## src/rtl/mem_sequencer.sv

```systemverilog
// mem_sequencer: steps a CPU core through FETCH -> DECODE -> [DATA] -> EXEC
// over a single-port memory with a ready handshake, a wait-cycle timeout,
// a halt park state and a retired-instruction counter.
module mem_sequencer #(
    parameter int unsigned WAIT_MAX = 255
) (
    input  logic        clk,
    input  logic        reset,
    input  logic [15:0] cpu_pc,
    input  logic [15:0] cpu_addr,
    input  logic [15:0] cpu_out,
    input  logic        cpu_write,
    input  logic        cpu_dacc,
    input  logic        halt,
    input  logic [15:0] mem_rdata,
    input  logic        mem_ready,
    output logic [15:0] instruction,
    output logic [15:0] data,
    output logic        cpu_en,
    output logic        mem_req,
    output logic        mem_we,
    output logic [15:0] mem_addr,
    output logic [15:0] mem_wdata,
    output logic        halted,
    output logic        err,
    output logic [15:0] instr_count
);

    localparam int unsigned WW = (WAIT_MAX > 0) ? $clog2(WAIT_MAX + 1) : 1;

    typedef enum logic [2:0] {
        FETCH,
        DECODE,
        DATA,
        EXEC,
        HALTED,
        ERROR
    } state_t;

    state_t        state_q, state_d;
    logic [15:0]   instruction_q, instruction_d;
    logic [15:0]   data_q, data_d;
    logic [15:0]   instr_count_q, instr_count_d;
    logic [WW-1:0] wait_q, wait_d;
    logic          wait_limit;

    // One more stalled cycle at this count means the memory has used up its budget.
    assign wait_limit = (wait_q == WW'(WAIT_MAX - 1));

    // State and datapath registers; reset is synchronous and active low.
    always_ff @(posedge clk) begin
        if (!reset) begin
            state_q       <= FETCH;
            instruction_q <= '0;
            data_q        <= '0;
            instr_count_q <= '0;
            wait_q        <= '0;
        end else begin
            state_q       <= state_d;
            instruction_q <= instruction_d;
            data_q        <= data_d;
            instr_count_q <= instr_count_d;
            wait_q        <= wait_d;
        end
    end

    // Next-state and register-update logic; the wait counter is zero everywhere except during a stalled transfer.
    always_comb begin
        state_d       = state_q;
        instruction_d = instruction_q;
        data_d        = data_q;
        instr_count_d = instr_count_q;
        wait_d        = '0;
        case (state_q)
            FETCH: begin
                if (mem_ready) begin
                    instruction_d = mem_rdata;
                    state_d       = DECODE;
                end else begin
                    wait_d = wait_q + 1'b1;
                    if (wait_limit) state_d = ERROR;
                end
            end
            DECODE: begin
                state_d = cpu_dacc ? DATA : EXEC;
            end
            DATA: begin
                if (mem_ready) begin
                    if (!cpu_write) data_d = mem_rdata;
                    state_d = EXEC;
                end else begin
                    wait_d = wait_q + 1'b1;
                    if (wait_limit) state_d = ERROR;
                end
            end
            EXEC: begin
                instr_count_d = instr_count_q + 16'd1;
                state_d       = halt ? HALTED : FETCH;
            end
            HALTED: begin
                if (!halt) state_d = FETCH;
            end
            ERROR: begin
                state_d = ERROR;
            end
            default: begin
                state_d = ERROR;
            end
        endcase
    end

    // Bus, step and status outputs decoded from the current state, held low while reset is asserted.
    always_comb begin
        mem_req   = 1'b0;
        mem_we    = 1'b0;
        mem_addr  = '0;
        mem_wdata = '0;
        cpu_en    = 1'b0;
        halted    = 1'b0;
        err       = 1'b0;
        if (reset) begin
            case (state_q)
                FETCH: begin
                    mem_req  = 1'b1;
                    mem_addr = cpu_pc;
                end
                DATA: begin
                    mem_req   = 1'b1;
                    mem_we    = cpu_write;
                    mem_addr  = cpu_addr;
                    mem_wdata = cpu_out;
                end
                EXEC:    cpu_en = 1'b1;
                HALTED:  halted = 1'b1;
                ERROR:   err    = 1'b1;
                default: ;
            endcase
        end
    end

    assign instruction = instruction_q;
    assign data        = data_q;
    assign instr_count = instr_count_q;

endmodule

```

## config.mk

```make
export PLATFORM = sky130hd
export DESIGN_NAME = mem_sequencer
export DESIGN_NICKNAME = d
export VERILOG_FILES = /design/src/rtl/mem_sequencer.sv
export SDC_FILE = /design/constraint.sdc
export NUM_CORES = 1
export LEC_CHECK = 0
export BUFFER_PORTS_ARGS = -buffer_cell sky130_fd_sc_hd__buf_2
export CAP_MARGIN = 25
export CORE_AREA = 2 2 86 88
export CTS_BUF_LIST = sky130_fd_sc_hd__clkbuf_4
export CTS_CLUSTER_SIZE = 24
export DETAILED_ROUTE_END_ITERATION = 10
export DIE_AREA = 0 0 88 90
export PLACE_DENSITY = 0.82
export SYNTH_ARGS = -nofsm -noshare
export SYNTH_HDL_FRONTEND = slang
export SYNTH_SLANG_ARGS = --single-unit
```

## constraint.sdc

```tcl
create_clock -name clk -period 2 [get_ports clk]
set_input_delay 0.2 -clock clk [delete_from_list [all_inputs] [get_ports clk]]
set_output_delay 0.2 -clock clk [all_outputs]
set_load 0.005 [all_outputs]
```

Word level (Yosys, flattened, before mapping)
Cells that the tools add are included.

Register bits: 59. Input bits: 70. Logic and storage cells: 43.

$add $sub $neg: 2. Equal/unequal tests: 7. Muxes and demuxes: 21. Bitwise logic cells: 3. Reductions and logical operators: 5.

Operators with widths (count): $mux W16 (3); $pmux W16 S2 (1); $add A16 B1 Y16 const B (1); $mux W3 (5); $pmux W3 S5 (1); $mux W1 (11); $add A8 B1 Y8 const B (1); $eq A8 B8 Y1 const B (1); $eq A3 B2 Y1 const B (2); $eq A3 B3 Y1 const B (2); $eq A3 B1 Y1 const B (1); $logic_not A3 Y1 (1); $not A1 Y1 (3); $reduce_and A3 Y1 (1); $reduce_or A3 Y1 (1); $ne A2 B2 Y1 const B (1); $reduce_and A2 Y1 (1); $reduce_or A2 Y1 (1).

Longest topological paths before layout
Gate-level depths: netlist of the first run.

Depth in word-level cells: 4. Gate-level depth with buffers: 7. Gate-level depth less buffers: 5.

Worst setup path after synthesis of the first run
Ideal clock, no wire load.

Path kind: reg2reg. Start point: register instr_count_q[0] (netlist: instr_count[0]). End point: register instr_count_q[14] (netlist: instr_count[14]). Data arrival time: 1.685 ns. Data required time: 1.930 ns. Path slack: 0.245 ns. Cell stages (with the launch flop): 7. Path buffers: 1. Period minus slack after synthesis: 1.755 ns. Cell sequence: dfxtp_1 -> ha_1 -> inv_1 -> or3_1 -> buf_2 -> or4_1 -> a21oi_1.

Longest elaborated chain between the ends: 1.

Ends and longest elaborated chain: start: declaration (line 43) `logic [15:0] instr_count_q, instr_count_d;`; start signal: assignment (line 62) `instr_count_q <= instr_count_d;`; $add A16 B1 Y16 (line 97) `instr_count_d = instr_count_q + 16'd1;`.

Every way passes these cells. A chain may end at the register's enable or synchronous reset.

Final worst setup path of the first run
Start point: register state_q[2]. End point: output mem_addr[15].

Longest elaborated chain between the ends: 3.

Ends and longest elaborated chain: start: declaration (line 40) `state_t state_q, state_d;`; start signal: assignment (line 59) `state_q <= state_d;`; $eq A3 B2 Y1 / $logic_not A3 Y1 (equally long branches) (line 122) `case (state_q)`; $pmux W16 S2 (*) (line 122); $mux W16 (*) (line 121) `if (reset) begin`; end: declaration (line 22) `output logic [15:0] mem_addr,`.

Every way passes the cells marked *; elsewhere a longest branch is shown, timed or not.

==> results of run 1 <==
cells in the mapped netlist, drive strengths merged:
master  number  area share
nor2        38       0.052
and4         2      0.0064
nor3         5      0.0092
clkbuf      17       0.023
nor4         2      0.0046
and3         2      0.0046
and2        17       0.039
ha           3       0.014
and3b        1      0.0032
dfxtp       59        0.43
a21o         1      0.0027
nand2       73        0.10
o21bai       1      0.0027
nand2b       6       0.014
xnor2        6       0.019
inv          5      0.0069
mux2i       18       0.066
o22ai        1      0.0023
nand4b       1      0.0087
buf          5       0.011
o31ai        2      0.0055
or4          3      0.0082
o21ai        8       0.015
nand3        7       0.013
o21a         1      0.0027
xor2         8       0.026
a21oi       38       0.070
o221a        1      0.0041
nand4        6       0.014
or3          8       0.018
or2          1      0.0023
worst max-delay path: stages, from the launching register on:
cell     delay (ps)
dfxtp_1         320
buf_4           170
or3_4           420
buf_4           180
nor2_1          110
buf_2           120
routing by layer:
layer,vias to the layer above,part of all wire,track usage
met3,4,0.077,0.0661
met1,1322,0.39,0.224
met4,0,0.0073,0.0577
met2,121,0.53,0.362
met5,-,0,0
li1,1457,-,-
state kept, by name (all words and copies together), names as in the netlist:
signal,flops
wait_q,8
data,16
instr_count,16
instruction,16
state_q,3
worst paths after layout:
path / slack (ps) / end
min: 40 / instruction[2]
max reg2reg: 210 / instr_count[10]
min reg2reg: 460 / instruction[15]
max: 90 / mem_addr[15]
per-stage QoR:
stage | TNS [ps] | util | setup WS, ps
floorplan | 0 | - | 245
global placement | 0 | 0.514 | 264
detailed placement | 0 | 0.514 | 170
CTS | 0 | 0.532 | 39.4
global route | -72.2 | 0.536 | -14.1
finish | 0 | 0.536 | 85.5
kinds of logic after synthesis:
group / count (synthesis) / synth area share
AOI/OAI and AO/OA: 53 / 0.104
xor gates and xnor gates: 14 / 0.0449
adders and majority gates: 3 / 0.0137
buffers and inverters: 27 / 0.0412
DFF: 59 / 0.432
muxes: 18 / 0.0660
and+or+nand+nor: 172 / 0.297
power by group through the flow:
stage	clock network [mW]	registers (mW)	logic, mW
floorplan	0	1.26	0.212
detailed placement	0	1.27	0.404
CTS	0.837	1.24	0.405
global placement	0	1.26	0.395
finish	0.806	1.24	0.410
global route	0.886	1.24	0.456
placed cells by master, fill, tap and decap left out, types with 7 or more instances in the layout:
cell | synthesis | final
clkbuf_4 | 0 | 9
nand2_1 | 73 | 73
xor2_1 | 8 | 8
a21oi_1 | 38 | 38
mux2i_1 | 18 | 18
dfxtp_1 | 59 | 58
and2_1 | 17 | 17
nor2_1 | 38 | 37
buf_2 | 3 | 154
nand3_1 | 7 | 7
o21ai_0 | 8 | 8
buf_4 | 2 | 8
timing repair:
| action | CTS | global route |
|---|---|---|
| setup endpoints to repair | 0 | 27 |
| resized for setup | 0 | 8 |
| hold buffers | 0 | 0 |
| setup buffers | 0 | 0 |
layout make-up:
cell class | instances | area share
Clock inverter | 6 | 0.0153
Clock buffer | 9 | 0.0180
Tap cell | 99 | 0.0329
Sequential cell | 59 | 0.314
Inverter | 5 | 0.00499
Multi-Input combinational cell | 260 | 0.388
Timing Repair Buffer | 164 | 0.227
==> flow_metrics.tcl, run 1 <==
set metrics [dict create \
    status "completed" \
    gr-total-overflow 0 \
    hold_depth 3 \
    seqPwrFrac 0.505 \
    start_util 0.389 \
    switching_share 0.278 \
    dp.cells 586 \
    p_comb_frac 0.167 \
    dieHeight_um 90 \
    grt.total_usage 0.202 \
    synth_area_sq_um 2730 \
    gp_congestion 0.817 \
    die-area_sq_um 7920 \
    place_area_sq_um 3610 \
    slew_headroom 0.605 \
    numCtsBuffers 9 \
    fmaxAchievable_mhz 522 \
    grt_max_degree 48 \
    rsz0062_at_grt "true" \
    holdCritPathClass "input port to register" \
    clkSlewWorstSetupHoldPaths_ps 110 \
    tightest_slew_ps 592 \
    antenna_found_initial 0 \
    insertion_delay_ps 400 \
    critPathArrivalTime_ps 1710 \
    ff2ff_path_depth 6 \
    crit_required_ps 1800 \
    drv_cap 0 \
    cts_buffer_depth 2 \
    antenna_left 0 \
    dr_total_vias 2904 \
    cts_tree "built" \
    final_area_sq_um 3760 \
    peakVddDrop_uv 228 \
    power.total_mw 2.45 \
    synth_cells 346 \
    cts_max_level 3 \
    die_x_um 88 \
    dr.first_iter.drc_count 99 \
    maxSlewViolCount 0 \
    crit_start "state_q[2]" \
    drc 0 \
    p_leak_nw 1.80 \
    root_buffer "clkbuf_4" \
    path_class "register to primary output" \
    multi_input_area_sq_um 1460 \
    period_share 0.957 \
    worstSetupEndpointType "primary output" \
    clock_skew_ps 16.4 \
    power_density_nw_per_um2 652 \
    avgSynthCellArea_sq_um 7.89 \
    grt_pass1_vias 2756 \
    post-route-min-period_ps 1910 \
    via_per_inst 4.82 \
    nFillCells 667 \
    synth.net_count 419 \
    layoutNonFillerInstCount 602 \
    wl_per_cell_um 13.2 \
    dp.final_hpwl_um 6070 \
    yosysSeqAreaShare 0.432 \
    yosys_warnings 0 \
    row_count 31 \
    io_pins 155 \
    io_buffers 154 \
    ys_types 32 \
    ys_ff_latch 59 \
    p_clk_frac 0.329 \
    core_area_sq_um 7020 \
    finalWirelength_um 7980 \
    grt_pass1_wl_um 12600 \
    setup_violations 0 \
    final_nets 572 \
    p_sw_mw 0.682 \
    startpoint_type "register" \
    cts.sinks 59 \
    p_int_mw 1.77 \
    hold_slack_ps 40.6 \
    drt_first_pass_iters 4 \
    antenna_cells 0 \
    drive_above_1_share 0.370 \
    cp_max_fo 12 \
    r2r_start "instr_count[1]" \
    syn2layout_area_growth_pct 37.8 \
    hold_viol 0 \
    register_area_sq_um 1180 \
    holdCritStartpoint "mem_rdata[2]" \
]
Power figures use the tool's default switching activity.
==> run 2, diff against run 1 <==
- CAP_MARGIN: 25 -> 40
- RECOVER_POWER: default -> 50
==> run 2 against run 1 <==
Net effect:
- first-iteration DRC count shrank 1.0%
- count of clock-buffer cells in the layout unchanged
- combinational power decreased by 1%
- largest cell class unchanged
- highest routed layer unchanged
- final cell count did not move
==> flow_metrics.tcl, run 2 (same netlist as run 1, synthesis figures left out) <==
set metrics [dict create \
    seqPwrFrac 0.505 \
    place_area_sq_um 3610 \
    cts_buffer_depth 2 \
    clkSlewWorstSetupHoldPaths_ps 110 \
    drv_cap 0 \
    io_buffers 154 \
    start_util 0.389 \
    p_sw_mw 0.685 \
    r2r_start "instr_count[1]" \
    hold_end "instruction[11]" \
    cts_max_level 3 \
    final_nets 572 \
    cp.buffers_inverters 3 \
    place_ws_ps 170 \
    maxSlewViolCount 0 \
    final_area_sq_um 3740 \
    core_area_sq_um 7020 \
    max_stage_delay_ps 420 \
    peakVddDrop_uv 228 \
    via_per_inst 4.83 \
    power_density_nw_per_um2 655 \
    p_clk_frac 0.329 \
    ff2ff_path_depth 6 \
    hold_slack_ps 39.7 \
    numCtsBuffers 9 \
    antenna_cells 0 \
    holdCritPathClass "input port to register" \
    finalWirelength_um 8020 \
    r2r_setup_slack_ps 210 \
    setup_violations 0 \
    cts_tree "built" \
    dr.first_iter.drc_count 98 \
    crit_required_ps 1800 \
    fin_ws_ps 85.8 \
    holdCritStartpoint "mem_rdata[11]" \
    row_count 31 \
    cts.sinks 59 \
    status "completed" \
    root_buffer "clkbuf_4" \
    antenna_left 0 \
    die-area_sq_um 7920 \
    drc 0 \
    rsz0062_at_grt "true" \
    dr_total_vias 2908 \
    drive_above_1_share 0.336 \
    fmaxAchievable_mhz 522 \
    wl_per_cell_um 13.3 \
    io_pins 155 \
    cp_top_family "simple AND/OR/NAND/NOR gates" \
    slew_headroom 0.609 \
    final_cell_mix "137 x buf_2, 73 x nand2_1, 58 x dfxtp_1, 38 x a21oi_1, 37 x nor2_1" \
    dp.cells 586 \
    dieHeight_um 90 \
    grt_max_degree 48 \
    post_cts_buffers 0 \
    path_class "register to primary output" \
    die_x_um 88 \
    worst_path_most_repeated_cell "buf_4" \
    tightest_slew_ps 586 \
    path_cells "buf_4 -> or3_4 -> buf_4 -> nor2_1 -> buf_2" \
    crit_cells 5 \
    power.total_mw 2.45 \
    critPathArrivalTime_ps 1710 \
    cp_max_fo 12 \
    gp_congestion 0.817 \
    cpMaxStageDelayCell "or3_4" \
    hold_depth 3 \
    reg2reg_to "instr_count[10]" \
    hold_viol 0 \
    p_int_mw 1.77 \
    final_common_cell "buf_2" \
    insertion_delay_ps 400 \
    grt_pass1_wl_um 12600 \
    layoutNonFillerInstCount 602 \
    p_comb_frac 0.166 \
    p_leak_nw 1.73 \
    antenna_found_initial 0 \
    postCtsHoldBufs 0 \
    grt_pass1_vias 2756 \
    gr-total-overflow 0 \
    syn2layout_area_growth_pct 37.0 \
    switching_share 0.279 \
    worstSetupEndpointType "primary output" \
    period_share 0.957 \
    startpoint_type "register" \
    grt.total_usage 0.202 \
    post-route-min-period_ps 1910 \
    drt_first_pass_iters 4 \
    nFillCells 677 \
    clock_skew_ps 16.4 \
    dp.final_hpwl_um 6070 \
]
-- run 2: cell count changes in the layout (fill, tap and decap cells not counted), sizes merged --
cell    change
clkbuf     +16
buf        -16
-- run 2: worst reg2reg max path, stage by stage, from the launching register on --
cell,delay (ps)
dfxtp_1,380
ha_1,200
inv_1,60
or3_4,410
buf_4,160
or4_1,400
o21ai_0,90
-- run 2: worst max-delay path by stage --
stage | startpoint | to | slack (ps)
after CTS | state_q[2] | mem_addr[6] | 40
after global routing | state_q[2] | mem_addr[10] | -10
final | state_q[2] | mem_addr[15] | 90
after detailed placement | instr_count[0] | instr_count[10] | 170
after floorplan | instr_count[0] | instr_count[14] | 250
after global placement | instr_count[0] | instr_count[10] | 260
-- run 2: layout make-up --
type	instances	area [sq um]	area share
clock buffers	9	67.6	0.0181
clock inverters	6	57.6	0.0154
inverters	5	18.8	0.00502
multi-input cells	260	1460	0.390
flip-flops and latches	59	1180	0.316
well taps	99	124	0.0331
repair buffers	164	832	0.222
-- run 2: what timing repair did --
item,in CTS,in global routing
setup endpoints to repair,0,27
hold endpoints to repair,0,0
resized for setup,0,8
-- run 2: routing by layer --
metal,vias to the layer above,global-route usage,share of wire
met2,118,0.362,0.52
met4,0,0.0577,0.0072
met3,4,0.0661,0.075
met1,1329,0.224,0.39
li1,1457,-,-
met5,-,0,0
-- run 2: per-stage QoR --
stage / utilization / setup TNS (ps)
floorplan: - / 0
global placement: 0.514 / 0
finish: 0.533 / 0
global route: 0.533 / -72.2
detailed placement: 0.514 / 0
CTS: 0.532 / 0
-- run 2: power groups by stage --
stage	combinational, mW	sequential (mW)	clock [mW]
after detailed placement	0.404	1.27	0
final	0.406	1.24	0.808
after floorplan	0.212	1.26	0
after CTS	0.405	1.24	0.837
after global placement	0.395	1.26	0
after global routing	0.452	1.24	0.886
